## config.mk

```make
export PLATFORM = sky130hd
export DESIGN_NAME = popcount_arbiter
export DESIGN_NICKNAME = d
export VERILOG_FILES = /design/src/rtl/popcount_arbiter.sv
export SDC_FILE = /design/constraint.sdc
export NUM_CORES = 1
export LEC_CHECK = 0
export BUFFER_PORTS_ARGS = -buffer_cell sky130_fd_sc_hd__clkbuf_2
export CORE_ASPECT_RATIO = 0.7
export CORE_UTILIZATION = 33
export DETAILED_ROUTE_END_ITERATION = 10
export GPL_TIMING_DRIVEN = 0
export PLACE_DENSITY = 0.57
export SYNTH_ARGS = -nofsm -noshare
export SYNTH_HDL_FRONTEND = slang
export SYNTH_SLANG_ARGS = --single-unit
export TNS_END_PERCENT = 1
```

## constraint.sdc

```tcl
create_clock -name clk -period 2.6 [get_ports clk]
set_input_delay 0.52 -clock clk [delete_from_list [all_inputs] [get_ports clk]]
set_output_delay 0.52 -clock clk [all_outputs]
set_load 0.02 [all_outputs]
```

## src/rtl/popcount_arbiter.sv

```systemverilog
// Round-robin arbiter sharing one 8-bit bitCounter between two requesters.
// The granted word is streamed LSB byte first and the per-byte counts are summed.
module popcount_arbiter #(
    parameter int BYTES = 4,
    parameter int CNT_W = 6
) (
    input  logic               clk,
    input  logic               reset,
    input  logic               req0_valid,
    input  logic [8*BYTES-1:0] req0_data,
    output logic               req0_ready,
    input  logic               req1_valid,
    input  logic [8*BYTES-1:0] req1_data,
    output logic               req1_ready,
    output logic [7:0]         bc_in,
    input  logic [3:0]         bc_out,
    output logic               res_valid,
    output logic [CNT_W-1:0]   res_data,
    output logic               res_id,
    input  logic               res_ready,
    output logic               busy
);

    localparam int IDX_W = (BYTES > 1) ? $clog2(BYTES) : 1;
    localparam logic [IDX_W-1:0] LAST = IDX_W'(BYTES - 1);

    typedef enum logic [1:0] {
        IDLE,
        COUNT,
        DONE
    } state_t;

    state_t             state_q, state_d;
    logic               prio_q, prio_d;
    logic               id_q, id_d;
    logic [CNT_W-1:0]   acc_q, acc_d;
    logic [IDX_W-1:0]   idx_q, idx_d;
    logic [8*BYTES-1:0] word_q, word_d;

    logic grant;
    logic hs0, hs1;

    // Requester 1 wins when alone, or when both ask and it holds priority.
    assign grant = req1_valid & (~req0_valid | prio_q);
    assign hs0   = ~reset & (state_q == IDLE) & req0_valid & ~grant;
    assign hs1   = ~reset & (state_q == IDLE) & req1_valid & grant;

    always_ff @(posedge clk or posedge reset) begin
        if (reset) begin
            state_q <= IDLE;
            prio_q  <= 1'b0;
            id_q    <= 1'b0;
            acc_q   <= '0;
            idx_q   <= '0;
            word_q  <= '0;
        end else begin
            state_q <= state_d;
            prio_q  <= prio_d;
            id_q    <= id_d;
            acc_q   <= acc_d;
            idx_q   <= idx_d;
            word_q  <= word_d;
        end
    end

    always_comb begin
        state_d = state_q;
        unique case (state_q)
            IDLE:    if (hs0 | hs1) state_d = COUNT;
            COUNT:   if (idx_q == LAST) state_d = DONE;
            DONE:    if (res_ready) state_d = IDLE;
            default: state_d = IDLE;
        endcase
    end

    always_comb begin
        prio_d = prio_q;
        id_d   = id_q;
        acc_d  = acc_q;
        idx_d  = idx_q;
        word_d = word_q;
        if (hs0 | hs1) begin
            word_d = hs1 ? req1_data : req0_data;
            id_d   = hs1;
            prio_d = ~hs1;
            acc_d  = '0;
            idx_d  = '0;
        end else if (state_q == COUNT) begin
            acc_d = acc_q + CNT_W'(bc_out);
            idx_d = idx_q + 1'b1;
        end
    end

    always_comb begin
        req0_ready = hs0;
        req1_ready = hs1;
        busy       = (state_q != IDLE);
        res_valid  = (state_q == DONE);
        res_data   = acc_q;
        res_id     = id_q;
        bc_in      = '0;
        if (state_q == COUNT) bc_in = word_q[{idx_q, 3'b000} +: 8];
    end

endmodule
```

==> flow_summary.ini <==
[clock_network]
clock_tree_from_tritoncts = built
clkSinkCount = 44
tritoncts.num_buffers = 5
clk_transition_reported_paths_ns = 0.06
cts.htree.levels = 2
clkLatencyLatePin_ns = 0.29
clock_tree.root_cell = sky130_fd_sc_hd__clkbuf_16
cts_setup_buffers = 0
cts_max_path_buffers = 2

[sta]
grt_setup_unrepaired = false
tightestPinTransition_ns = 0.5556
tns_ns = 0
final_min_period_over_clock_period_pct = 95.60
timing.clock.skew_ns = 0.003657
max_slew_margin_pct = 62.96
post_route_minimum_period_ns = 2.486
fmax_ghz = 0.4023
final_max_slew_viol_count = 0
timing_hold_violations_final = 0
setup_viol_count_final = 0

[floorplan]
die_area_um2 = 8705
fp-row-count = 27
floorplan.die.height_um = 78.36
initial_utilization_pct = 34.48
io-pin-count = 92
die_width_um = 111.1
coreArea_um2 = 7973

[cells_and_area]
most-common-layout-cells = sky130_fd_sc_hd__clkbuf_2, sky130_fd_sc_hd__dfrtp_1, sky130_fd_sc_hd__a21oi_1
area_growth_pct = 27.22
antenna_cells = 0
final_layout_size_suffix_gt1_share_pct = 33.07
final_nets = 465
mostFrequentLayoutCell = sky130_fd_sc_hd__clkbuf_2

[placement]
routabilityCongestion = 0.8813
dp_hpwl_um = 6812
port_buffers = 90

[route]
remaining_drc_errors = 14
postRouteAntennaNets = 0
route.detailed.vias_per_inst = 5.639
via_count = 2752
detailedRoute.firstIterationViolations = 219
drt-pass1-iter-count = 7
totalWireLength_um = 8920
wire_per_inst_um = 18.28

[worst_setup_path]
r2r_slack_ns = 0.70
endpoint_kind = output port
endpoint = bc_in[7]
path_max_fanout = 9
critPathLaunch = idx_q[1]$_DFFE_PP0P_
worstRegToRegCells = 5
reg2reg_to = word_q[10]$_DFFE_PP0N_
startpoint_type = flop
crit_type = reg -> out
arrival_time_at_the_worst_endpoint_ns = 1.97
worst_ep_required_time_ns = 2.08
rr_startpoint = state_q[1]$_DFFE_PP0P_

[synthesis]
yosys.cell_types.count = 37
synth_enable_flop_cells = 0
postSynthNetCount = 367
yosys_register_bits = 44
synth-seq-area-share_pct = 40.05
synthesized_instance_count = 288
yosysTopAreaCellShare_pct = 40.05
synth_top_area_cells = sky130_fd_sc_hd__dfrtp_1, sky130_fd_sc_hd__o31ai_1, sky130_fd_sc_hd__a31oi_1
synthArstFlopShare_pct = 100.0
postSynthAreaPerCell_um2 = 9.545
synth_top_flop_cell = sky130_fd_sc_hd__dfrtp_1
synth_top_cell_by_area = sky130_fd_sc_hd__dfrtp_1
netlist_area_pre_place_um2 = 2749
yosysWarningCount = 0

[power_and_ir_drop]
power-per-cell-area_nw_per_um2 = 1156
p_clk_share_pct = 16.0
power.share.switching_pct = 43.78
design_power_total_uw = 4044
comb_power_share_pct = 52.4
netSwitchingPower_uw = 1770
p_leak_uw = 0.001466
fraction_of_power_consumed_by_sequential_logic_pct = 31.6
peakVddDrop_v = 0.0003291
internal_power_uw = 2274

[flow_run]
max-cap-violations = 0

[run_status]
run_status = finished with violations
violations = DRC

[grt]
number_of_antenna_violations_at_the_first_check_in_global_routing = 0
total_routing_usage_gr_pct = 21.49
grt_pass1_vias = 2608
gr-total-overflow = 0
first_pass_grt_wire_length_um = 14350
grt_start_max_net_pins = 34

[worst_hold_path]
min-delay-path-class = in -> async
[power groups by stage]
stage | registers [uW] | clock network (uW) | logic (uW)
2_1_floorplan | 1240 | 0 | 1490
3_3_place_gp | 1270 | 0 | 2080
3_5_place_dp | 1280 | 0 | 2110
4_1_cts | 1270 | 653 | 2120
5_1_grt | 1320 | 686 | 2340
6_report | 1280 | 646 | 2120
[cell families (layout without fill, tap and decap cells)]
group | count (synthesis) | after routing | share of synthesized area [%]
simple gates | 73 | 73 | 16.52
mux | 9 | 9 | 6.918
fa+ha+maj | 6 | 6 | 3.004
xor+xnor | 2 | 2 | 0.6373
flops | 44 | 44 | 40.05
buf+inv | 42 | 141 | 7.055
compound gates | 112 | 112 | 25.81
[how the worst min path moves through the flow]
stage / startpoint / to / slack (ns) / cells past startpoint
floorplan: prio_q$_DFFE_PP0N_ / prio_q$_DFFE_PP0N_ / 0.50 / 2
global placement: res_id$_DFFE_PP0N_ / res_id$_DFFE_PP0N_ / 0.50 / 2
detailed placement: reset / word_q[7]$_DFFE_PP0N_ / 0.50 / 2
CTS: reset / word_q[7]$_DFFE_PP0N_ / 0.20 / 2
global route: reset / word_q[7]$_DFFE_PP0N_ / 0.21 / 2
finish: reset / word_q[8]$_DFFE_PP0N_ / 0.20 / 2
[worst max-delay path: stages, from the launching register on]
cell and delay [ns]:
sky130_fd_sc_hd__dfrtp_1 0.35, sky130_fd_sc_hd__clkbuf_1 0.44, sky130_fd_sc_hd__mux4_2 0.56, sky130_fd_sc_hd__and2_1 0.18
sky130_fd_sc_hd__clkbuf_2 0.15
[synth_stat cells (3+ instances only)]
cell,number
sky130_fd_sc_hd__nor2b_1,3
sky130_fd_sc_hd__clkbuf_1,24
sky130_fd_sc_hd__nor2_1,7
sky130_fd_sc_hd__inv_1,3
sky130_fd_sc_hd__buf_6,3
sky130_fd_sc_hd__buf_2,11
sky130_fd_sc_hd__a31oi_1,32
sky130_fd_sc_hd__o31ai_1,33
sky130_fd_sc_hd__dfrtp_1,44
sky130_fd_sc_hd__a21oi_1,38
sky130_fd_sc_hd__nand2_1,8
sky130_fd_sc_hd__and2_1,9
sky130_fd_sc_hd__ha_1,5
sky130_fd_sc_hd__nand4_1,32
sky130_fd_sc_hd__a211oi_1,3
sky130_fd_sc_hd__mux4_2,8
[registers in the layout, indices dropped and copies added (netlist names)]
| name | cells |
|---|---|
| res_data | 6 |
| prio_q | 1 |
| idx_q | 2 |
| res_id | 1 |
| state_q | 2 |
| word_q | 32 |
[layout make-up]
| class | instances | area (um2) |
|---|---|---|
| buffer | 39 | 183.9 |
| sequential | 44 | 1101 |
| multi-input combinational | 202 | 1454 |
| fill | 815 | 4476 |
| tap | 101 | 126.4 |
| clock inverter | 1 | 7.507 |
| timing repair buffer | 91 | 470.5 |
| inverter | 3 | 11.26 |
| clock buffer | 7 | 142.6 |
[metal layers]
layer | wire length [um] | global-route usage (%) | vias up
met1 | 4553 | 34.62 | 1290
met2 | 3498 | 28.36 | 124
met5 | 0 | 0 | -
li1 | - | - | 1328
met4 | 71 | 4.459 | 0
met3 | 796 | 4.710 | 10
[what timing repair did]
action / CTS / global route
setup endpoints to repair: 0 / 8
resized for setup: 0 / 2
hold buffers: 0 / 0
[stage by stage]
stage	std cells	instance area (um2)	setup slack [ns]	hold WS, ns	util [%]
4_1_cts	488	3496	0.06386	0.1980	43.85
6_report	488	3497	0.1144	0.1950	43.86
5_1_grt	488	3497	0.01884	0.2147	43.86
3_3_place_gp	479	3326	0.2948	0.4990	41.71
3_5_place_dp	480	3346	0.2857	0.4955	41.96
2_1_floorplan	288	2749	0.5917	0.4974	-
No activity file was read; power rests on OpenSTA's default activity.
